===== config.mk =====
export PLATFORM = sky130hd
export DESIGN_NAME = mem_stream_reader
export DESIGN_NICKNAME = d
export VERILOG_FILES = /design/src/rtl/mem_stream_pkg.sv /design/src/rtl/mem_stream_fifo.sv /design/src/rtl/mem_stream_reader.sv
export SDC_FILE = /design/constraint.sdc
export NUM_CORES = 1
export LEC_CHECK = 0
export BUFFER_PORTS_ARGS = -buffer_cell sky130_fd_sc_hd__buf_2
export CAP_MARGIN = 30
export CELL_PAD_IN_SITES_DETAIL_PLACEMENT = 1
export CELL_PAD_IN_SITES_GLOBAL_PLACEMENT = 1
export CORE_ASPECT_RATIO = 1.25
export CORE_MARGIN = 5
export CORE_UTILIZATION = 44
export CTS_CLUSTER_DIAMETER = 200
export CTS_CLUSTER_SIZE = 12
export DETAILED_ROUTE_END_ITERATION = 16
export GPL_TIMING_DRIVEN = 0
export PLACE_DENSITY_LB_ADDON = 0.12
export RECOVER_POWER = 25
export SLEW_MARGIN = 30
export SYNTH_ARGS = -nofsm -noshare
export SYNTH_HDL_FRONTEND = slang
export SYNTH_HIERARCHICAL = 1
export SYNTH_SLANG_ARGS = --single-unit

===== constraint.sdc =====
create_clock -name clk_i -period 9.1 [get_ports clk_i]
set_input_delay 1.365 -clock clk_i [delete_from_list [all_inputs] [get_ports clk_i]]
set_output_delay 1.365 -clock clk_i [all_outputs]
set_load 0.05 [all_outputs]

===== src/rtl/mem_stream_pkg.sv =====
// Shared types and constants for the memory stream reader and its output FIFO.
package mem_stream_pkg;

    typedef enum logic [1:0] {
        ST_IDLE  = 2'd0,
        ST_RUN   = 2'd1,
        ST_DRAIN = 2'd2
    } state_e;

    localparam int FifoDepth = 2;
    localparam int FifoCntW  = $clog2(FifoDepth + 1);

endpackage


===== src/rtl/mem_stream_fifo.sv =====
// Two-entry first-word-fall-through FIFO; head is visible whenever count is non-zero.
module mem_stream_fifo
    import mem_stream_pkg::*;
#(
    parameter int DataWidth = 32
) (
    input  logic                 i_clk,
    input  logic                 i_rst_n,
    input  logic                 i_push,
    input  logic [DataWidth-1:0] i_data,
    input  logic                 i_pop,
    output logic [DataWidth-1:0] o_data,
    output logic [FifoCntW-1:0]  o_count,
    output logic                 o_empty
);

    logic [DataWidth-1:0] r_mem [FifoDepth];
    logic                 r_wr_ptr;
    logic                 r_rd_ptr;
    logic [FifoCntW-1:0]  r_count;
    logic                 w_push;
    logic                 w_pop;

    // A push into a full FIFO is only legal when the head leaves in the same cycle.
    assign w_pop  = i_pop && (r_count != '0);
    assign w_push = i_push && ((r_count != FifoCntW'(FifoDepth)) || w_pop);

    always_ff @(posedge i_clk or negedge i_rst_n) begin
        if (!i_rst_n) begin
            for (int i = 0; i < FifoDepth; i++) begin
                r_mem[i] <= '0;
            end
            r_wr_ptr <= 1'b0;
            r_rd_ptr <= 1'b0;
            r_count  <= '0;
        end else begin
            if (w_push) begin
                r_mem[r_wr_ptr] <= i_data;
                r_wr_ptr        <= ~r_wr_ptr;
            end
            if (w_pop) begin
                r_rd_ptr <= ~r_rd_ptr;
            end
            case ({w_push, w_pop})
                2'b10:   r_count <= r_count + FifoCntW'(1);
                2'b01:   r_count <= r_count - FifoCntW'(1);
                default: r_count <= r_count;
            endcase
        end
    end

    assign o_data  = r_mem[r_rd_ptr];
    assign o_count = r_count;
    assign o_empty = (r_count == '0);

endmodule


===== src/rtl/mem_stream_reader.sv =====
// Read-only master: streams len words from a single-port memory starting at base,
// wrapping modulo NumWords, through a 2-entry FIFO to a valid/ready sink.
module mem_stream_reader
    import mem_stream_pkg::*;
#(
    parameter int NumWords  = 1024,
    parameter int DataWidth = 32,
    parameter int AddrWidth = (NumWords > 1) ? $clog2(NumWords) : 1
) (
    input  logic                   clk_i,
    input  logic                   rst_ni,
    input  logic                   start_i,
    input  logic [AddrWidth-1:0]   base_addr_i,
    input  logic [AddrWidth:0]     len_i,
    output logic                   busy_o,
    output logic                   done_o,
    output logic                   mem_req_o,
    output logic                   mem_we_o,
    output logic [AddrWidth-1:0]   mem_addr_o,
    output logic [DataWidth-1:0]   mem_wdata_o,
    output logic [DataWidth/8-1:0] mem_be_o,
    input  logic [DataWidth-1:0]   mem_rdata_i,
    output logic [DataWidth-1:0]   stream_data_o,
    output logic                   stream_valid_o,
    input  logic                   stream_ready_i,
    output logic [1:0]             dbg_state_o
);

    localparam logic [AddrWidth-1:0] LastAddr = AddrWidth'(NumWords - 1);

    state_e                r_state;
    logic [AddrWidth-1:0]  r_addr;
    logic [AddrWidth:0]    r_remaining;
    logic                  r_inflight;
    logic                  r_done;
    logic                  w_issue;
    logic                  w_pop;
    logic                  w_fifo_empty;
    logic                  w_drain_done;
    logic [FifoCntW-1:0]   w_fifo_count;
    logic [FifoCntW:0]     w_occupancy;
    logic [FifoCntW:0]     w_count_next;
    logic [AddrWidth-1:0]  w_addr_next;

    // r_inflight marks a read issued last cycle whose data is on mem_rdata_i now.
    assign w_pop        = stream_valid_o && stream_ready_i;
    assign w_occupancy  = {1'b0, w_fifo_count} + {{FifoCntW{1'b0}}, r_inflight};
    assign w_count_next = w_occupancy - {{FifoCntW{1'b0}}, w_pop};
    assign w_issue      = (r_state == ST_RUN) && (r_remaining != '0)
                          && (w_count_next <= (FifoCntW + 1)'(1));
    assign w_drain_done = (r_state == ST_DRAIN) && (w_count_next == '0);
    assign w_addr_next  = (r_addr == LastAddr) ? '0 : r_addr + AddrWidth'(1);

    always_ff @(posedge clk_i or negedge rst_ni) begin
        if (!rst_ni) begin
            r_state     <= ST_IDLE;
            r_addr      <= '0;
            r_remaining <= '0;
            r_inflight  <= 1'b0;
            r_done      <= 1'b0;
        end else begin
            r_inflight <= w_issue;
            r_done     <= w_drain_done;
            case (r_state)
                ST_IDLE: begin
                    if (start_i) begin
                        r_addr      <= base_addr_i;
                        r_remaining <= len_i;
                        r_state     <= (len_i == '0) ? ST_DRAIN : ST_RUN;
                    end
                end
                ST_RUN: begin
                    if (w_issue) begin
                        r_addr      <= w_addr_next;
                        r_remaining <= r_remaining - (AddrWidth + 1)'(1);
                        if (r_remaining == (AddrWidth + 1)'(1)) begin
                            r_state <= ST_DRAIN;
                        end
                    end
                end
                ST_DRAIN: begin
                    if (w_drain_done) begin
                        r_state <= ST_IDLE;
                    end
                end
                default: r_state <= ST_IDLE;
            endcase
        end
    end

    mem_stream_fifo #(
        .DataWidth (DataWidth)
    ) u_fifo (
        .i_clk   (clk_i),
        .i_rst_n (rst_ni),
        .i_push  (r_inflight),
        .i_data  (mem_rdata_i),
        .i_pop   (w_pop),
        .o_data  (stream_data_o),
        .o_count (w_fifo_count),
        .o_empty (w_fifo_empty)
    );

    assign busy_o         = (r_state != ST_IDLE);
    assign done_o         = r_done;
    assign mem_req_o      = w_issue;
    assign mem_we_o       = 1'b0;
    assign mem_addr_o     = r_addr;
    assign mem_wdata_o    = '0;
    assign mem_be_o       = '0;
    assign stream_valid_o = !w_fifo_empty;
    assign dbg_state_o    = r_state;

endmodule


# After elaboration in Yosys (flattened, before gate mapping)

Index checks and enable logic that the tools add are counted.

Add/sub/neg operators: 6
Bitwise logic cells: 4
Muxes and demuxes: 20
Magnitude comparators: 4
Equality and inequality tests: 11
Reduce and logical (&&, ||, !) cells: 20

Operators with widths:

| kind                                                                  | number |
|---|---|
| 32-bit two-way mux                                                    | 4 |
| 64-bit bitwise mux                                                    | 1 |
| 32-bit demux with 1-bit select                                        | 1 |
| 10-bit two-way mux                                                    | 3 |
| 11-bit two-way mux                                                    | 2 |
| 11-bit one-hot mux with 2 select lines                                | 1 |
| 10-bit one-hot mux with 2 select lines                                | 1 |
| 11-bit by 1-bit == test with 1-bit output (second input constant)     | 1 |
| 11-bit zero test                                                      | 1 |
| 11-bit nonzero test                                                   | 1 |
| 11-bit by 1-bit subtractor with 11-bit output (second input constant) | 1 |
| 10-bit by 1-bit adder with 10-bit output (second input constant)      | 1 |
| 10-bit == test (second input constant)                                | 1 |
| 2-bit two-way mux                                                     | 5 |
| 2-bit != test (second input constant)                                 | 4 |
| 2-bit nonzero test                                                    | 4 |
| 1-bit logical AND                                                     | 7 |
| 2-bit one-hot mux with 3 select lines                                 | 1 |
| 2-bit by 1-bit == test with 1-bit output (second input constant)      | 2 |
| 2-bit == test (second input constant)                                 | 2 |
| 2-bit greater-or-equal comparator (second input constant)             | 2 |
| 2-bit zero test                                                       | 2 |
| 1-bit inverter with 2-bit output                                      | 2 |
| 2-bit one-hot mux with 2 select lines                                 | 1 |
| other kinds (13)                                                      | 14 |

Bits in registers: 93
Input port bits: 57
Output and inout port bits: 85

# Depth between registers and ports, before layout

Gate-level depths: netlist of run 1.

Depth after elaboration: 8
Mapped depth: 14
Gate-level depth less buffers: 12

# Cells and area by module

Netlist of run 1, hierarchy kept.

Modules (own cells, without submodules):

| module            | area each (um^2) | sequential area each (um^2) | times used | cells each |
|---|---|---|---|---|
| mem_stream_fifo   | 3105.5           | 1701.6                      | 1          | 188 |
| mem_stream_reader | 1944.4           | 625.6                       | 1          | 235 |

# Least setup slack after synthesis of run 1

OpenSTA, ideal clock, no wires.

Kind: input port to output port
From: input port stream_ready_i
To: output port mem_req_o
Buffers on the path: 1
Cell stages on the path: 11
Setup slack: 3.805 ns
Data arrival time: 3.930 ns
Cell sequence: nor2b_1 -> ha_1 -> inv_1 -> ha_1 -> inv_1 -> fa_1 -> xnor2_1 -> a31oi_1 -> nand2b_1 -> buf_2 -> nor2_1

Word-level cells in the longest chain between the ends: 4

Ends and longest elaborated chain:

| item                                                      | RTL line                | text |
|---|---|---|
| from (decl)                                               | mem_stream_reader.sv:25 | `input logic stream_ready_i,` |
| 1-bit logical AND                                         | mem_stream_reader.sv:46 | `assign w_pop = stream_valid_o && stream_ready_i;` |
| 3-bit by 1-bit subtractor with 3-bit output               | mem_stream_reader.sv:48 | `assign w_count_next = w_occupancy - {{FifoCntW{1'b0}}, w_pop};` |
| 3-bit by 1-bit less-or-equal comparator with 1-bit output | mem_stream_reader.sv:50 | `&& (w_count_next <= (FifoCntW + 1)'(1));` |
| 1-bit logical AND                                         | mem_stream_reader.sv:50 |  |
| to (decl)                                                 | mem_stream_reader.sv:17 | `output logic mem_req_o,` |

No other way between the ends.

# Final worst setup path of run 1

From: input port stream_ready_i
To: output port mem_req_o

Word-level cells in the longest chain between the ends: 4

Ends and longest elaborated chain:

| item                                                      | RTL line                | text |
|---|---|---|
| 1-bit logical AND                                         | mem_stream_reader.sv:46 |  |
| named net w_pop                                           | mem_stream_reader.sv:37 | `logic w_pop;` |
| 3-bit by 1-bit subtractor with 3-bit output               | mem_stream_reader.sv:48 |  |
| 3-bit by 1-bit less-or-equal comparator with 1-bit output | mem_stream_reader.sv:50 |  |
| 1-bit logical AND                                         | mem_stream_reader.sv:50 |  |

The timed path passes the listed nets, and every way through them passes these cells.

==> summary.md, run 1 <==
| Metric | Value |
|---|---|
| Status | `complete, but fails checks` |
| Failing checks | `max-capacitance violations, max-slew violations` |
| Ports | `142` |
| Crit-path max FO | `10` |
| Number of buffers added on ports | `between 100 and 150` |
| Largest net degree at the start of global routing | `58` |
| WHS Path Cells | `1` |
| Setup violators final | `0` |
| Met2 wire len | `7020 um` |
| Reg clk slew, reported paths | `0.07 ns` |
| ANT nets after route | `0` |
| DRT Wirelength | `around 13000 um` |
| Vias in the first global route | `about 4100` |
| Clock sinks | `just over 90` |
| Tcrit/Tclk final | `60.6%` |
| Area of the core | `about 11000 um2` |
| Pins Over Slew Limit | `96` |
| Metal3 WL | `419 um` |
| Max clock buf depth | `2` |
| Row cnt | `43` |
| First-pass GRT wire length | `roughly 21000 um` |
| Cell variety after synth | `between 50 and 60` |
| PwrDens | `approximately 430 nW/um2` |
| Final std cells w/o fill | `715` |
| Startpoint Class | `input port` |
| Die Height | `approximately 130 um` |
| 1st-iter DRT viols | `between 80 and 90` |
| Remaining global-route overflow | `0` |
| EDFF count, synth | `0` |
| Post-CTS Hold Buffers | `0` |
| TritonCTS Buffers | `9` |
| Initial antenna violation count | `0` |
| Max Clock Skew | `between 0.005 and 0.006 ns` |
| Sum Neg Setup Slack | `0 ns` |
| Final hold viol count | `0` |
| Sequential share of the synthesized area | `46.1%` |
| Max_slew headroom | `-107%` |
| Initial Util | `a little under half` |
| Worst R2R Setup Slack | `between 5 and 6 ns` |
| Syn avg cell area | `between 10 and 15 um2` |
| Int Pwr | `0.00138 W` |
| Kind of critical path | `input port to output pin` |
| Final nets | `between 600 and 700` |
| Combinational share of power | `between 50 and 60%` |
| Post-cts resize count | `0` |
| Detail Placement HPWL | `between 9000 and 10000 um` |
| DIE WIDTH | `between 100 and 150 um` |
| Share of cells above drive strength 1 | `47.1%` |
| #FFs+latches synth | `slightly above 90` |
| WP data required | `a little under 8 ns` |
| Pre-antenna DRT Iters | `4` |
| Post-Route M1 WL | `around 5100 um` |
| Leak | `~2.9 nW` |
| Ys Warns | `6` |
| # DRC | `0` |
| CTS tree | `yes` |
| Synthesized instance count | `roughly 420` |
| Sw Ratio | `48.3%` |
| Clock root buffer | `clkbuf_16` |
| WP data arrival | `4.15 ns` |
| RSZ-0062 raised after global routing | `false` |
| Clock latency on the worst-skew pair | `~0.33 ns` |
| HP Class | `register to register` |
| GP Congestion | `0.800` |
| Peak VDD IR | `around 190 uV` |
| Total GRT Usage | `19.3%` |
| Setup crit end kind | `output pin` |
| Net switching power | `about 0.0013 W` |
| Diode count | `0` |
| Via/cell ratio | `roughly 5.2` |
| Min Tclk post-route | `5.52 ns` |
| Maxcap violations | `2` |
| Worst Tran Pin Value | `3.10 ns` |
| Syn Std Cell Area | `about 5000 um2` |
| Clock power share | `between 10% and 20%` |
| Flop pwr share | `about 29%` |
| Die Area | `13700 um2` |
| Top sig layer | `met4` |
| Cells on worst reg2reg path | `14` |
| Max Clock Freq | `between 0.15 and 0.2 GHz` |
| FFs w/ async S/R, synth | `100%` |
| WL/cell | `17.8 um` |
| Top FF cell, synth | `dfrtp_1` |
| Postcts setup bufs | `0` |
| H-tree depth | `3` |
| Placed cell count | `approximately 700` |
| Via count | `~3700` |
| Final core utilization | `a little over half` |
| Area growth syn-to-layout | `21.8%` |
worst max-delay path: stages:
cell and delay (ns):
buf_2 0.07, nor2b_1 0.29, ha_1 0.29, inv_1 0.06, ha_1 0.13, inv_1 0.04
fa_1 0.37, xnor2_1 0.27, a31oi_1 0.30, nand2b_1 0.25, buf_2 0.19, nor2_1 0.22
buf_2 0.32
area by class of cell:
cell class,instances,area (um2)
inverter,12,45.0
clock inverter,6,46.3
multi-input combinational,297,2400
sequential,93,2330
buffer,57,409
clock buffer,10,229
timing repair buffer,105,523
fill,1258,5040
tap,135,169
final timing paths:
kind	start	endpoint
worst max-delay path	stream_ready_i	mem_req_o
worst min-delay path	u_fifo/r_mem[10]$_DFFE_PN0P_	u_fifo/r_mem[10]$_DFFE_PN0P_
worst max register to register	u_fifo/o_count[0]$_DFFE_PN0P_	mem_addr_o[5]$_DFFE_PN0P_
worst min register to register	u_fifo/r_mem[10]$_DFFE_PN0P_	u_fifo/r_mem[10]$_DFFE_PN0P_
max in group asynchronous	rst_ni	u_fifo/r_mem[63]$_DFFE_PN0P_
min in group asynchronous	rst_ni	u_fifo/r_mem[21]$_DFFE_PN0P_
sequential cells by signal, summed over array words and instances, names as in the netlist:
signal / flops
u_fifo/r_mem: 64
r_remaining: 11
mem_addr_o: 10
dbg_state_o: 2
u_fifo/o_count: 2
done_o: 1
r_inflight: 1
u_fifo/r_rd_ptr: 1
u_fifo/r_wr_ptr: 1
power by group through the flow:
stage	Clock (W)	Sequential (W)	Combinational, W
finish	0.000349	0.000764	0.00156
global route	0.000382	0.000791	0.00167
CTS	0.000363	0.000764	0.00158
detailed placement	0	0.000767	0.00157
global placement	0	0.000745	0.00154
floorplan	0	0.000792	0.00119
cells in the mapped netlist, types with 6 or more instances:
| master | instances | share of area, % |
|---|---|---|
| nand3_1 | 6 | 0.59 |
| buf_6 | 6 | 1.3 |
| inv_1 | 12 | 0.89 |
| a21oi_1 | 15 | 1.5 |
| o21ai_0 | 14 | 1.4 |
| nor3_1 | 8 | 0.79 |
| buf_4 | 38 | 5.6 |
| mux2_4 | 30 | 8.9 |
| ha_1 | 6 | 1.5 |
| nor2_1 | 17 | 1.3 |
| nor2b_1 | 10 | 1.2 |
| clkbuf_1 | 7 | 0.52 |
| nand2_1 | 18 | 1.3 |
| buf_2 | 6 | 0.59 |
| dfrtp_1 | 93 | 46 |
| mux2_2 | 64 | 14 |
placed cells by master (no fill, tap or decap), drive strengths merged, types with 6 or more instances in the layout:
cell type / netlist / routed
nor2: 18 / 18
nand3: 6 / 6
ha: 6 / 6
inv: 12 / 15
conb: 1 / 37
nor3: 8 / 8
nand2: 18 / 18
dfrtp: 93 / 93
buf: 50 / 153
nor2b: 10 / 10
clkbuf: 7 / 19
a21oi: 15 / 15
mux2: 96 / 96
o21ai: 14 / 14
per-layer routing:
layer / track usage (%) / vias to the layer above
met5: 0 / -
met4: 5.18 / 0
met3: 3.51 / 8
met2: 37.1 / 82
met1: 22.0 / 1860
li1: - / 1742
stage by stage:
stage | total power, W | area, um2 | setup slack [ns] | hold WS [ns]
2_1_floorplan | 0.00198 | 5180 | 3.80 | 0.452
3_3_place_gp | 0.00228 | 5870 | 3.60 | 0.461
3_5_place_dp | 0.00234 | 5910 | 3.58 | 0.475
4_1_cts | 0.00271 | 6180 | 3.56 | 0.490
5_1_grt | 0.00284 | 6150 | 2.71 | 0.521
6_report | 0.00267 | 6150 | 3.58 | 0.501
logic make-up after synthesis:
logic type                 share of synthesized area (%)
adders and majority gates                           1.88
other                                             0.0743
buffers and inverters                               8.99
DFF                                                 46.1
and+or+nand+nor                                     9.81
xor gates and xnor gates                            1.04
AOI/OAI and AO/OA                                   8.08
muxes                                               24.0
No activity file was read; power rests on OpenSTA's default activity.
==> run 2, diff against run 1 <==
--- a/config.mk
+++ b/config.mk
@@ -5,13 +5,14 @@
 export SDC_FILE = /design/constraint.sdc
 export NUM_CORES = 1
 export LEC_CHECK = 0
+export ABC_AREA = 1
 export BUFFER_PORTS_ARGS = -buffer_cell sky130_fd_sc_hd__buf_2
 export CAP_MARGIN = 30
 export CELL_PAD_IN_SITES_DETAIL_PLACEMENT = 1
 export CELL_PAD_IN_SITES_GLOBAL_PLACEMENT = 1
 export CORE_ASPECT_RATIO = 1.25
 export CORE_MARGIN = 5
-export CORE_UTILIZATION = 44
+export CORE_UTILIZATION = 38
 export CTS_CLUSTER_DIAMETER = 200
 export CTS_CLUSTER_SIZE = 12
 export DETAILED_ROUTE_END_ITERATION = 16
==> constraint.sdc (replaced) <==
create_clock -name clk_i -period 5.5 [get_ports clk_i]
set_input_delay 0.825 -clock clk_i [delete_from_list [all_inputs] [get_ports clk_i]]
set_output_delay 0.825 -clock clk_i [all_outputs]
set_load 0.05 [all_outputs]
==> summary.md, run 2 <==
| Metric | Value |
|---|---|
| Status | `complete, but fails checks (unchanged)` |
| Failing checks | `max-capacitance violations, max-slew violations (unchanged)` |
| Reg-to-reg endpoint | `r_remaining[5]$_DFFE_PN0P_ (was mem_addr_o[5]$_DFFE_PN0P_)` |
| DIE WIDTH | `117 um (was 106 um)` |
| Max Clock Freq | `approximately 0.27 GHz` |
| RSZ-0062 raised after global routing | `false (unchanged)` |
| WP data arrival | `2.87 ns (was 4.15 ns)` |
| Cell variety after synth | `32 (was 59)` |
| FFs w/ async S/R, synth | `100% (unchanged)` |
| Clock root buffer | `clkbuf_16 (unchanged)` |
| Crit path max-delay family | `adder cells (unchanged)` |
| Largest net degree at the start of global routing | `67 (was 58)` |
| H-tree depth | `3 (unchanged)` |
| Initial antenna violation count | `1 (was 0)` |
| Diode count | `0 (unchanged)` |
| Kind of critical path | `register to output pin (was input port to output pin)` |
| Remaining global-route overflow | `0 (unchanged)` |
| Number of buffers added on ports | `104 (unchanged)` |
| Vias in the first global route | `5770 (was 4139)` |
| WL/cell | `16.3 um (was 17.8 um)` |
| Most common cell after layout, fill and taps aside | `nand2_1 (was buf_2)` |
| Pins Over Slew Limit | `96 (unchanged)` |
| Total GRT Usage | `21.4% (was 19.3%)` |
| Crit path capture | `mem_req_o (unchanged)` |
| PwrDens | `705 nW/um2 (was 435 nW/um2)` |
| Dominant cell type by area after synthesis | `dfrtp_1 (unchanged)` |
| First-pass GRT wire length | `28400 um (was 21000 um)` |
| Leak | `3.79 nW (was 2.88 nW)` |
| Largest register FFs | `64 (unchanged)` |
| Reg clk slew, reported paths | `0.07 ns (about the same)` |
| Largest register by flop count | `u_fifo/r_mem (unchanged)` |
| Cells on worst reg2reg path | `16 (was 14)` |
| Area of the core | `13900 um2 (was 11200 um2)` |
| CP max-delay cell | `dfrtp_1 (was fa_1)` |
| Via count | `5271 (was 3692)` |
| Final nets | `948 (was 639)` |
| Pre-antenna DRT Iters | `4 (unchanged)` |
| 1st-iter DRT viols | `257 (was 85)` |
| CTS tree | `yes (unchanged)` |
| Most Frequent Cell on Critical Path | `inv_1 (was buf_2)` |
| Final hold viol count | `0 (unchanged)` |
| Syn avg cell area | `7.40 um2 (was 11.9 um2)` |
| Setup crit end kind | `output pin (unchanged)` |
| Worst path max stage delay | `0.52 ns (was 0.37 ns)` |
| Row cnt | `48 (was 43)` |
| Largest cells by area after synthesis | `dfrtp_1, nand2_1, nand4_1, buf_4, inv_1 (was dfrtp_1, mux2_2, mux2_4, buf_4, a21oi_1)` |
| Crit-path max FO | `8 (was 10)` |
| HP Class | `register to register (unchanged)` |
| Clock sinks | `93 (unchanged)` |
| Worst R2R Setup Slack | `2.56 ns (was 5.64 ns)` |
| Critical path depth in cells | `12 (was 13)` |
| Sequential share of the synthesized area | `43.0% (was 46.1%)` |
| Area growth syn-to-layout | `22.2% (was 21.8%)` |
| Ports | `142 (unchanged)` |
| Startpoint Class | `register (was input port)` |
| Maxcap violations | `2 (unchanged)` |
| Via/cell ratio | `4.96 (was 5.16)` |
| Tcrit/Tclk final | `67.2%` |
| Most numerous cell in the Yosys netlist | `nand2_1 (was dfrtp_1)` |
| #FFs+latches synth | `93 (unchanged)` |
| Die Area | `16800 um2 (was 13700 um2)` |
| Synthesized instance count | `732 (was 423)` |
| TritonCTS Buffers | `9 (unchanged)` |
| Synth top cells by count | `nand2_1, dfrtp_1, nand4_1 (was dfrtp_1, mux2_2, buf_4)` |
| # DRC | `0 (unchanged)` |
| Top cell type's share of synthesized area | `43.0% (was 46.1%)` |
| Syn Std Cell Area | `5420 um2 (was 5050 um2)` |
| Max clock buf depth | `2 (unchanged)` |
| Buffers and inverters on the worst path | `4 (was 5)` |
| Share of cells above drive strength 1 | `23.4% (was 47.1%)` |
| Max_slew headroom | `-15.5% (was -107%)` |
| Most frequent cells in the layout | `nand2_1, buf_2, dfrtp_1, nand4_1, buf_4 (was buf_2, dfrtp_1, mux2_2, buf_4, conb_1)` |
| Top FF cell, synth | `dfrtp_1 (unchanged)` |
| GP Congestion | `0.854 (was 0.800)` |
| Max Clock Skew | `0.00650 ns (was 0.00539 ns)` |
| Clock latency on the worst-skew pair | `0.35 ns (was 0.33 ns)` |
| Initial Util | `38.9% (was 45.1%)` |
| Post-CTS Hold Buffers | `0 (unchanged)` |
| Worst Tran Pin Value | `1.73 ns (was 3.10 ns)` |
| Setup violators final | `0 (unchanged)` |
| WP data required | `4.68 ns (was 7.74 ns)` |
| Worst Setup SP | `u_fifo/o_count[1]$_DFFE_PN0P_ (was stream_ready_i)` |
| ANT nets after route | `0 (unchanged)` |
| Postcts setup bufs | `0 (unchanged)` |
| CP cell instances | `nor2_1 > nor2_1 > ha_1 > inv_1 > ha_1 > inv_1 > fa_1 > nand3_1 > nor2_2 > nand2_2 > inv_1 > buf_2 (was buf_2 > nor2b_1 > ha_1 > inv_1 > ha_1 > inv_1 > fa_1 > xnor2_1 > a31oi_1 > nand2b_1 > buf_2 > nor2_1 > buf_2)` |
| Die Height | `143 um (was 130 um)` |
| Final core utilization | `47.5% (was 55.0%)` |
| Post-cts resize count | `0 (unchanged)` |
| Ys Warns | `6 (unchanged)` |
| EDFF count, synth | `0 (unchanged)` |
| Min Tclk post-route | `approximately 3.7 ns` |
| Peak VDD IR | `322 uV (was 185 uV)` |
| Sum Neg Setup Slack | `0 ns (unchanged)` |
| Detail Placement HPWL | `12800 um (was 9570 um)` |
| DRT Wirelength | `17400 um (was 12700 um)` |
| Reg2Reg Launch Point | `u_fifo/o_count[1]$_DFFE_PN0P_ (was u_fifo/o_count[0]$_DFFE_PN0P_)` |
[run 2: changes by cell type after synthesis, sizes merged, moves of 10 or more]
cell,before,now
nor2,18,29
nand4,3,69
inv,12,36
nor2b,10,0
nand2,18,349
mux2,96,0
buf,50,69
nand3,6,26
[run 2: worst min path at each step]
stage	from	endpoint	slack [ns]	cells past startpoint
CTS	rst_ni	u_fifo/r_mem[14]$_DFFE_PN0P_	0.35	1
global route	u_fifo/r_mem[18]$_DFFE_PN0P_	u_fifo/r_mem[18]$_DFFE_PN0P_	0.49	2
floorplan	u_fifo/r_mem[12]$_DFFE_PN0P_	u_fifo/r_mem[12]$_DFFE_PN0P_	0.44	2
global placement	u_fifo/r_mem[7]$_DFFE_PN0P_	u_fifo/r_mem[7]$_DFFE_PN0P_	0.45	2
detailed placement	u_fifo/r_mem[45]$_DFFE_PN0P_	u_fifo/r_mem[45]$_DFFE_PN0P_	0.46	2
finish	u_fifo/r_mem[45]$_DFFE_PN0P_	u_fifo/r_mem[45]$_DFFE_PN0P_	0.47	2
[run 2: cells by family (layout without fill, tap and decap cells)]
family,Yosys count,after routing,share of synthesized area [%]
muxes,2,2,0.370
other,1,37,0.0692
and+or+nand+nor,478,478,38.5
xor gates and xnor gates,8,8,1.29
AOI/OAI and AO/OA,28,28,2.79
adders and majority gates,7,7,1.76
DFF,93,93,43.0
buffers and inverters,115,235,12.3
[run 2: final cells by class]
class	instances	area (um2)
plain buffers	78	527
clock buffers	10	239
clock inverters	5	83.8
fillers	1852	7310
inverters	37	139
multi-input cells	560	2560
flip-flops and latches	93	2330
well taps	175	219
repair buffers	105	524
[run 2: routing by layer]
metal	GRT usage (%)	part of all wire [%]	up-vias
met5	0	0.063	-
met4	7.25	1.7	2
met3	3.62	4.1	24
met2	40.9	55	100
met1	23.5	39	2575
li1	-	-	2570
[run 2: power by group]
group	leakage [nW]	internal, W	total (W)	switching (W)
sequential	1.17	0.00101	0.00127	0.000260
clock	0.151	0.000410	0.000692	0.000282
combinational	2.47	0.000714	0.00270	0.00199
[run 2: worst reg2reg max path: stages, from the launching register on]
cell     delay [ns]
dfrtp_1        0.52
nor2_1         0.13
nor2_1         0.24
ha_1           0.27
inv_1          0.06
ha_1           0.13
inv_1          0.05
fa_1           0.51
nand3_1        0.10
nor2_2         0.10
nand2_2        0.08
nand2_4        0.11
nand2_4        0.06
nor2_4         0.22
buf_6          0.19
nand2_1        0.07
nand2_1        0.06
[run 2: metrics by stage]
stage | power (W) | area [um2] | cells | setup slack (ns) | hold WS, ns
2_1_floorplan | 0.00326 | 5550 | 768 | 2.18 | 0.442
3_3_place_gp | 0.00391 | 6290 | 1047 | 1.90 | 0.453
3_5_place_dp | 0.00402 | 6330 | 1048 | 1.89 | 0.458
4_1_cts | 0.00473 | 6650 | 1063 | 1.74 | 0.348
5_1_grt | 0.00502 | 6620 | 1063 | 1.56 | 0.489
6_report | 0.00467 | 6620 | 1063 | 1.80 | 0.474
